==> config.mk <==
export PLATFORM = sky130hd
export DESIGN_NAME = mat_stream_loader
export DESIGN_NICKNAME = d
export VERILOG_FILES = /design/src/rtl/coproc_pkg.sv /design/src/rtl/mat_stream_loader.sv
export SDC_FILE = /design/constraint.sdc
export NUM_CORES = 1
export LEC_CHECK = 0
export CAP_MARGIN = 20
export CORE_AREA = 2 2 91 93
export DETAILED_ROUTE_END_ITERATION = 10
export DIE_AREA = 0 0 93 95
export PLACE_DENSITY = 0.81
export SYNTH_ARGS = -nofsm -noshare
export SYNTH_HDL_FRONTEND = slang
export SYNTH_SLANG_ARGS = --single-unit
==> constraint.sdc <==
create_clock -name clk -period 1.9 [get_ports clk]
set_input_delay 0.57 -clock clk [delete_from_list [all_inputs] [get_ports clk]]
set_output_delay 0.57 -clock clk [all_outputs]
set_load 0.05 [all_outputs]
==> src/rtl/coproc_pkg.sv <==
// Shared definitions for the matrix coprocessor: element geometry, the
// loader state encoding and the row-major slot-to-bit mapping that the
// compute units also use to unpack operand buses.
package coproc_pkg;

   localparam int EW    = 8;
   localparam int MAX_N = 5;

   typedef enum logic [1:0] {
      FILL = 2'd0,
      HOLD = 2'd1,
      DROP = 2'd2
   } state_t;

   // Element k of an n x n matrix lives at [lsb +: ew]. Element 0 sits in
   // the most significant slot, so a00 is the top byte of the packed bus.
   function automatic int slot_lsb(input int k, input int n, input int ew = EW);
      return ew * (n * n - 1 - k);
   endfunction

endpackage

==> src/rtl/mat_stream_loader.sv <==
// Packs a row-major element stream into one wide matrix word for the
// compute units. Frames that end too early or run too long are reported
// with a one-cycle err pulse and discarded, and the loader resynchronises
// on the next in_last.
module mat_stream_loader #(
   parameter int N  = 3,
   parameter int EW = 8
) (
   input  logic               clk,
   input  logic               rst,
   input  logic [EW-1:0]      in_data,
   input  logic               in_valid,
   input  logic               in_last,
   output logic               in_ready,
   output logic [EW*N*N-1:0]  out_m,
   output logic               out_valid,
   input  logic               out_ready,
   output logic               err
);

   import coproc_pkg::*;

   localparam int NE = N * N;
   localparam int MW = EW * NE;
   localparam int IW = $clog2(NE);

   state_t          state_q, state_d;
   logic [IW-1:0]   idx_q,   idx_d;
   logic [MW-1:0]   buf_q,   buf_d;
   logic            err_q,   err_d;

   logic            inXfer;
   logic            lastSlot;

   // Handshake outputs depend only on the registered state, so neither
   // in_valid nor out_ready can reach an output combinationally.
   assign in_ready  = (state_q != HOLD);
   assign out_valid = (state_q == HOLD);
   assign out_m     = buf_q;
   assign err       = err_q;

   assign inXfer   = in_valid && in_ready;
   assign lastSlot = (idx_q == IW'(NE - 1));

   // Next-state decode: place accepted elements, judge framing on in_last
   // and on the final slot, and release the held matrix on handshake.
   always_comb begin
      state_d = state_q;
      idx_d   = idx_q;
      buf_d   = buf_q;
      err_d   = 1'b0;

      case (state_q)
         FILL: begin
            if (inXfer) begin
               for (int k = 0; k < NE; k++) begin
                  if (idx_q == IW'(k)) begin
                     buf_d[slot_lsb(k, N, EW) +: EW] = in_data;
                  end
               end
               if (lastSlot) begin
                  idx_d = '0;
                  if (in_last) begin
                     state_d = HOLD;
                  end else begin
                     err_d   = 1'b1;
                     buf_d   = '0;
                     state_d = DROP;
                  end
               end else if (in_last) begin
                  err_d = 1'b1;
                  idx_d = '0;
                  buf_d = '0;
               end else begin
                  idx_d = idx_q + IW'(1);
               end
            end
         end

         DROP: begin
            if (inXfer && in_last) begin
               state_d = FILL;
               idx_d   = '0;
            end
         end

         HOLD: begin
            if (out_ready) begin
               state_d = FILL;
               idx_d   = '0;
            end
         end

         default: begin
            state_d = FILL;
            idx_d   = '0;
         end
      endcase
   end

   // State register; reset wins over any handshake in the same cycle.
   always_ff @(posedge clk) begin
      if (rst) begin
         state_q <= FILL;
         idx_q   <= '0;
         buf_q   <= '0;
         err_q   <= 1'b0;
      end else begin
         state_q <= state_d;
         idx_q   <= idx_d;
         buf_q   <= buf_d;
         err_q   <= err_d;
      end
   end

endmodule

# Word-level counts from Yosys, hierarchy flattened
# Cells that the tools add are included.
# classes
n_addsub	1
eq_ne	15
mux	27
bitwise	2
n_reduce_logical	8
# ops
operator	n
2-to-1 mux 72 bit	3
2-to-1 mux 8 bit	9
2-to-1 mux 4 bit	5
== test 4 x 3 -> 1 bit, second input constant	4
case mux 4 bit (3 select lines)	1
2-to-1 mux 2 bit	5
== test 4 x 2 -> 1 bit, second input constant	2
inequality test 2 bit, second input constant	3
case mux 2 bit (3 select lines)	1
adder 4 x 1 -> 4 bit, second input constant	1
== test 4 x 1 -> 1 bit, second input constant	1
== test 4 bit, second input constant	1
zero test 4 bit	1
inequality test 2 x 1 -> 1 bit, second input constant	2
AND reduction 4 bit	1
2-to-1 mux 1 bit	3
AND reduction 3 bit	1
OR reduction 3 bit	1
== test 2 x 1 -> 1 bit, second input constant	1
== test 2 bit, second input constant	1
logical AND 1 bit	2
zero test 2 bit	1
inverter 1 bit	2
AND reduction 2 bit	1
# word_totals
ff_bits	79
inputBits	13
out_inout_bits	75
word_cells	57

# Logic depth before layout (Yosys ltp)
# Gate-level depths: netlist of the first run.
# depth
word_depth	5
depth_mapped	8
ltp_nobuf	5

# Worst setup path after synthesis of the first run
# No wires, ideal clock.
# synth_path
path_kind	register to output
startpoint	register state_q[0]
endpoint	output in_ready
t_arrival_ns	1.854
required_ns	1.330
slack_ns	-0.524
path_stages_with_launch	4
n_path_buf	1
path_cell_list	dfxtp_1 -> buf_2 -> nor2b_1 -> inv_1
# synth_via
elab_chain_len	1
# synth_rtl
item	line_no	text
from (decl)	mat_stream_loader.sv:27	state_t state_q, state_d;
from (signal assigned)	mat_stream_loader.sv:109	state_q <= state_d;
inequality test 2 x 1 -> 1 bit	mat_stream_loader.sv:37	assign in_ready = (state_q != HOLD);
to (decl)	mat_stream_loader.sv:14	output logic in_ready,
# Every way passes these cells.

# Worst setup path after layout of the first run
# Ends and elaborated chain as after synthesis.

==> impl_results.md, run 1 <==
* CTS Root Cell: clkbuf_8
* Die height at around 95 um
* Hold WS at about 0.5 ns
* Setup crit end kind: output pin
* Syn_area_per_cell at between 9 and 10 um2
* Via count at 3451
* XOR/XNOR share of the synthesized area at less than 1%
* TritonRoute pass-1 iters at 5
* Layout Nets at 484
* Core area at between 7000 and 8000 um2
* Slew headroom at between 70% and 80%
* Clock transition at path regs at around 0.07 ns
* Clock latency on the worst-skew pair at between 0.3 and 0.4 ns
* #FFs+latches synth at a little under 80
* Sequential power share at around 50%
* Initial DRC count at around 230
* Peak supply drop at roughly 310 uV
* Lkg Pwr at approximately 0.0018 uW
* CTS tree: done
* GP Congestion at 0.835
* N_diodes at 0
* Slew Viols, Final at 0
* Data required time of the critical path at around 1.3 ns
* Fmax achieved at 540 MHz
* Total gr overflow at 0
* Worst Clk Skew at around 0.009 ns
* # Max-Cap Violations at 0
* Mux cell area share after synthesis at less than 1%
* Routed Antenna Nets at 0
* Gr usage total at between 20 and 25%
* EDFF count, synth at 0
* Vias in the first global route at 3280
* Cell area after layout at between 5000 and 6000 um2
* Die width at 93 um
* Cell Pwr Density at roughly 660 nW/um2
* Commonest non-fill, non-tap cells in the layout: buf_4, dfxtp_1, nand3_1
* Cts hold-fix bufs at 0
* Max incr delay on CP at between 0.4 and 0.5 ns
* Syn nets at 406
* Final hold vios at 0
* CP max stage cell: dfxtp_4
* Total CTS buffers at 9
* Min-delay src: out_m[24]
* Hold endpoint: out_m[24]
* FFs w/ async S/R, synth at 0%
* Fin crit period at roughly 1.9 ns
* CTS max path bufs at 2
* FF-to-FF setup slack at approximately 0.12 ns
* R2r startpoint: idx_q[2]
* Drt via density at 5.98
* Commonest non-fill, non-tap cell in the layout: buf_4
* Cells on worst reg2reg path at 3
* Simple-Gate Fraction of Synth Area at 15.3%
* Combinational Power Share at about an eighth
* Largest net degree at the start of global routing at 70
* Worst r2r dst: out_m[29]
* First-pass GRT wire length at 16600 um
* WP data arrival at 1.28 ns
* Worst-path fanout max at 14
* Crit path kind: register to output pin
* Row Count at 33
* Critical Path Start Type: register
* Worst-Margin Slew at between 0.4 and 0.5 ns
* Largest family of logic cells by synthesized area: compound AO/OA/AOI/OAI gates
* Final WL at around 10000 um
* Synth cell types at 42
* Initial antenna violation count at 0
* Main synth FF type: dfxtp_1
* Sw Share at approximately a quarter
* Htree depth at 3
* Type of the worst min-delay path: register to register
* Seq/Total Area, Yosys at 41.6%
* Pint at between 2000 and 2500 uW
* Port bufs at just under 90
* Syn Inst Count at 389
* Area post-placement at between 4000 and 5000 um2
* Dpl ws at -0.269 ns
* Yosys warnings at 0
* DRC violations left at 0
* Outcome: finished, final reports clean
* Post-Synth Adder-Cell Area at between 1 and 1.5%
* Hold Path Depth at 2
* Routed len/inst at approximately 18 um
* Final Cycle Share at a little over nine tenths
* Area delta synth->final at 34.0%
* Post-DP HPWL at approximately 7000 um
* TritonCTS sink count at just under 80
* Fin worst setup slack at 0.0477 ns
* Critical Path, Cell by Cell: nor2b_4, inv_1, buf_4
* Psw at ~880 uW
* Syn Std Cell Area at around 3800 um2
* Clock Power Share at 38.0%
* Layout cells sized above 1 at around two fifths
* Top Ports at 88
* Die area at between 8000 and 9000 um2
* Starting Density at 47.9%
* Post-synthesis compound-gate area fraction at 33.3%
* Setup violators final at 0
## layout make-up
type	instances	area (um2)
clock buffer	11	141
tap	105	131
inverter	4	15.0
timing repair buffer	121	1210
sequential	79	1590
clock inverter	5	56.3
fill	647	2840
multi-input combinational	252	1950
## state kept, by name, indices dropped and copies added, names as in the netlist
name     flops
out_m       72
idx_q        4
err          1
state_q      2
## per-layer routing
metal / GRT usage [%] / vias to the layer above / routed length [um]
li1: - / 1618 / -
met1: 31.6 / 1689 / 4440
met2: 39.7 / 130 / 5100
met3: 4.07 / 14 / 693
met4: 8.95 / 0 / 182
met5: 0 / - / 0
## cell families (layout without fill, tap and decap cells)
kind of cell / after synthesis / after routing
AO/OA/AOI/OAI: 147 / 147
buffers and inverters: 58 / 141
multiplexers: 1 / 1
AND/OR/NAND/NOR: 99 / 99
XOR/XNOR: 1 / 1
flip-flops: 79 / 79
adder cells (fa/ha/maj): 4 / 4
## stage by stage
step                cells  utilization [%]  total power, uW   TNS, ns
global route          577             64.2             3460  -0.00525
CTS                   576             64.0             3360         0
global placement      560             61.4             2110    -10.68
floorplan             389                -             1940         0
detailed placement    560             61.4             2110    -16.72
finish                577             64.2             3350         0
## cell usage after synthesis, types with 2 or more instances
| library cell | count | area [um2] |
|---|---|---|
| nor2_1 | 2 | 7.51 |
| a211oi_1 | 6 | 45.0 |
| buf_4 | 2 | 15.0 |
| nor4_1 | 3 | 18.8 |
| and3b_1 | 2 | 17.5 |
| or4b_1 | 2 | 20.0 |
| buf_1 | 2 | 7.51 |
| a211oi_2 | 60 | 751 |
| o21ai_1 | 4 | 20.0 |
| nor3_1 | 2 | 10.0 |
| and2_1 | 4 | 25.0 |
| nor2b_1 | 2 | 12.5 |
| buf_6 | 9 | 101 |
| o21a_1 | 2 | 15.0 |
| nand2_1 | 4 | 15.0 |
| a32o_1 | 8 | 80.1 |
| clkbuf_1 | 36 | 135 |
| nand3_1 | 65 | 325 |
| dfxtp_1 | 79 | 1580 |
| a211o_1 | 2 | 17.5 |
| buf_2 | 5 | 25.0 |
| inv_1 | 3 | 11.3 |
| nand2b_1 | 3 | 18.8 |
| a21oi_1 | 2 | 10.0 |
| ha_1 | 4 | 50.1 |
| o21ai_0 | 60 | 300 |
## how the worst max path moves through the flow
stage                from       end  slack (ns)  cells after the start
2_1_floorplan  state_q[0]  in_ready        0.08                      3
3_3_place_gp     in_valid  out_m[1]       -0.22                      5
3_5_place_dp     in_valid  out_m[6]       -0.27                      5
4_1_cts        state_q[0]  in_ready        0.04                      3
5_1_grt          in_valid  out_m[2]      -0.005                      5
6_report       state_q[0]  in_ready        0.05                      3
## worst max-delay path: cells and delay by family (launching register included)
kind | cells | cell delay, ns
flops | 1 | 0.47
buf+inv | 2 | 0.23
simple gates | 1 | 0.22
## repair_timing
action / CTS / global route
gates resized for setup: 3 / 4
endpoints found under the setup margin: 2 / 27
setup buffers: 0 / 1
gates cloned: 0 / 0
pin swaps: 0 / 1
## power by group through the flow
stage	clock network [uW]	registers (uW)	logic (uW)
6_report	1270	1680	403
4_1_cts	1290	1680	398
3_5_place_dp	0	1720	396
3_3_place_gp	0	1720	391
2_1_floorplan	0	1760	174
5_1_grt	1360	1680	422
Power figures use the tool's default switching activity.
==> inputs of run 2 (changes only) <==
CORE_AREA = 2 2 108 110   (was 2 2 91 93)
DIE_AREA = 0 0 110 112   (was 0 0 93 95)
PLACE_DENSITY = 0.61   (was 0.81)
==> impl_results.md, run 2 (synthesized netlist as in run 1, its figures left out) <==
* Routed len/inst at 17.8 um (was 18.1 um)
* Final hold vios at 0 (unchanged)
* Via count at 3397 (was 3451)
* Die width at 110 um (was 93 um)
* Initial antenna violation count at 0 (unchanged)
* Hold WS at 0.499 ns (was 0.497 ns)
* Top Ports at 88 (unchanged)
* Post-DP HPWL at 7040 um (was 6830 um)
* Total CTS buffers at 9 (unchanged)
* Data required time of the critical path at 1.33 ns (about the same)
* CTS max path bufs at 2 (unchanged)
* Slew headroom at 68.4% (was 70.3%)
* Layout Nets at 488 (was 484)
* Peak supply drop at 497 uV (was 312 uV)
* Hold endpoint: out_m[25] (was out_m[24])
* Utilization after layout at 46.9% (was 64.2%)
* Type of the worst min-delay path: register to register (unchanged)
* Routed Antenna Nets at 0 (unchanged)
* Htree depth at 3 (unchanged)
* RSZ-0062 raised after global routing: no
* # Max-Cap Violations at 0 (unchanged)
* Row Count at 39 (was 33)
* Gr usage total at 17.9% (was 24.0%)
* Final Cycle Share at 96.9% (was 97.5%)
* Critical Path Start Type: register (unchanged)
* Slew Viols, Final at 0 (unchanged)
* Final WL at 11000 um (was 10400 um)
* Drt via density at 5.49 (was 5.98)
* TritonRoute pass-1 iters at 4 (was 5)
* Hold Path Depth at 2 (unchanged)
* WP data arrival at 1.27 ns (was 1.28 ns)
* Worst r2r dst: out_m[9] (was out_m[29])
* Worst-path fanout max at 13 (was 14)
* Fmax achieved at 543 MHz (was 540 MHz)
* Cell Pwr Density at 734 nW/um2 (was 658 nW/um2)
* TritonCTS sink count at 79 (unchanged)
* N_diodes at 0 (unchanged)
* Crit path kind: register to output pin (unchanged)
* Min-delay src: out_m[25] (was out_m[24])
* Starting Density at 34.0% (was 47.9%)
* Die height at 112 um (was 95 um)
* Die area at 12300 um2 (was 8840 um2)
* Core area at 11200 um2 (was 7930 um2)
* Clock latency on the worst-skew pair at 0.33 ns (was 0.36 ns)
* Area post-placement at 4920 um2 (was 4870 um2)
* Non-filler instance count after layout at 619 (was 577)
* Port bufs at 87 (unchanged)
* Cell area after layout at 5250 um2 (was 5090 um2)
* Commonest non-fill, non-tap cell in the layout: buf_4 (unchanged)
* Post-Place Cells at 602 (was 560)
* Setup crit end kind: output pin (unchanged)
* Vias in the first global route at 3162 (was 3280)
* Critical Path, Cell by Cell: nor2b_4, inv_1, buf_4 (unchanged)
* First-pass GRT wire length at 17200 um (was 16600 um)
* Area delta synth->final at 38.0% (was 34.0%)
* GP Congestion at 0.905 (was 0.835)
* Total gr overflow at 0 (unchanged)
* CP max stage cell: dfxtp_2 (was dfxtp_4)
* Cells on worst reg2reg path at 3 (unchanged)
* Largest register FFs at 72 (unchanged)
* CTS tree: done (unchanged)
* Area of the multi-input gates at 1940 um2 (was 1950 um2)
* R2r startpoint: idx_q[3] (was idx_q[2])
* Lkg Pwr at 0.00187 uW (was 0.00180 uW)
* FF-to-FF setup slack at 0.15 ns (was 0.12 ns)
* Worst-Margin Slew at 0.474 ns (was 0.446 ns)
* Largest net degree at the start of global routing at 70 (unchanged)
* Initial DRC count at 191 (was 228)
* Commonest non-fill, non-tap cells in the layout: buf_4, dfxtp_1, nand3_1 (unchanged)
* Outcome: finished, final reports clean (unchanged)
* Max incr delay on CP at 0.47 ns (about the same)
* # fillers at 1049 (was 647)
* DRC violations left at 0 (unchanged)
* Clock transition at path regs at 0.06 ns (was 0.07 ns)
* Worst Clk Skew at 0.00625 ns (was 0.00895 ns)
* CTS Root Cell: clkbuf_16 (was clkbuf_8)
* FF/Latch Area at 1590 um2 (about the same)
* Setup violators final at 0 (unchanged)
* Layout cells sized above 1 at 42.6% (was 41.9%)
* Fin crit period at 1.84 ns (was 1.85 ns)
[run 2: cell types whose count changed in the layout (fill, tap and decap cells not counted), moves of 2 or more]
| cell | delta |
|---|---|
| buf_12 | -2 |
| clkbuf_8 | -9 |
| clkinv_4 | +2 |
| clkbuf_16 | +9 |
| buf_4 | +6 |
| dfxtp_2 | +2 |
[run 2: cell type report]
type	instances	area share [%]
multi-input combinational	252	37.0
sequential	79	30.2
timing repair buffer	125	23.2
clock buffer	10	4.56
tap	143	3.41
clock inverter	6	1.31
inverter	4	0.286
[run 2: timing repair]
item | in CTS | in global routing
resized for setup | 1 | 5
buffers inserted | 0 | 1
pin swaps | 0 | 1
endpoints found under the setup margin | 2 | 16
hold buffers | 0 | 0
[run 2: metrics by stage]
stage | setup WS, ns | TNS [ns] | total power (uW)
finish | 0.0581 | 0 | 3850
global route | 0.00526 | 0 | 3960
CTS | 0.0142 | 0 | 3880
detailed placement | -0.253 | -12.39 | 2120
global placement | -0.246 | -10.21 | 2110
floorplan | 0.0849 | 0 | 1940
[run 2: power by group]
part / leakage, uW / internal (uW) / switching, uW
logic: 0.00108 / 154 / 247
clock network: 0.000149 / 1060 / 708
registers: 0.000640 / 1670 / 8.33
[run 2: how the worst max path moves through the flow]
stage,to,startpoint,cells past startpoint
CTS,in_ready,state_q[1],3
detailed placement,idx_q[1],in_valid,5
finish,in_ready,state_q[0],3
global placement,idx_q[1],in_valid,5
global route,in_ready,state_q[0],3
floorplan,in_ready,state_q[0],3
[run 2: critical path, delay by kind of cell (launching register included)]
| kind | cells | cell delay, ns |
|---|---|---|
| and+or+nand+nor | 1 | 0.24 |
| buffers and inverters | 2 | 0.23 |
| DFF | 1 | 0.47 |
[run 2: metal layers]
layer	wire (um)	track usage, %	vias to the layer above	part of all wire (%)
li1	-	-	1633	-
met1	4900	26.0	1644	45
met2	5310	26.7	104	48
met3	620	4.04	16	5.6
met4	176	4.14	0	1.6
met5	0	0	-	0
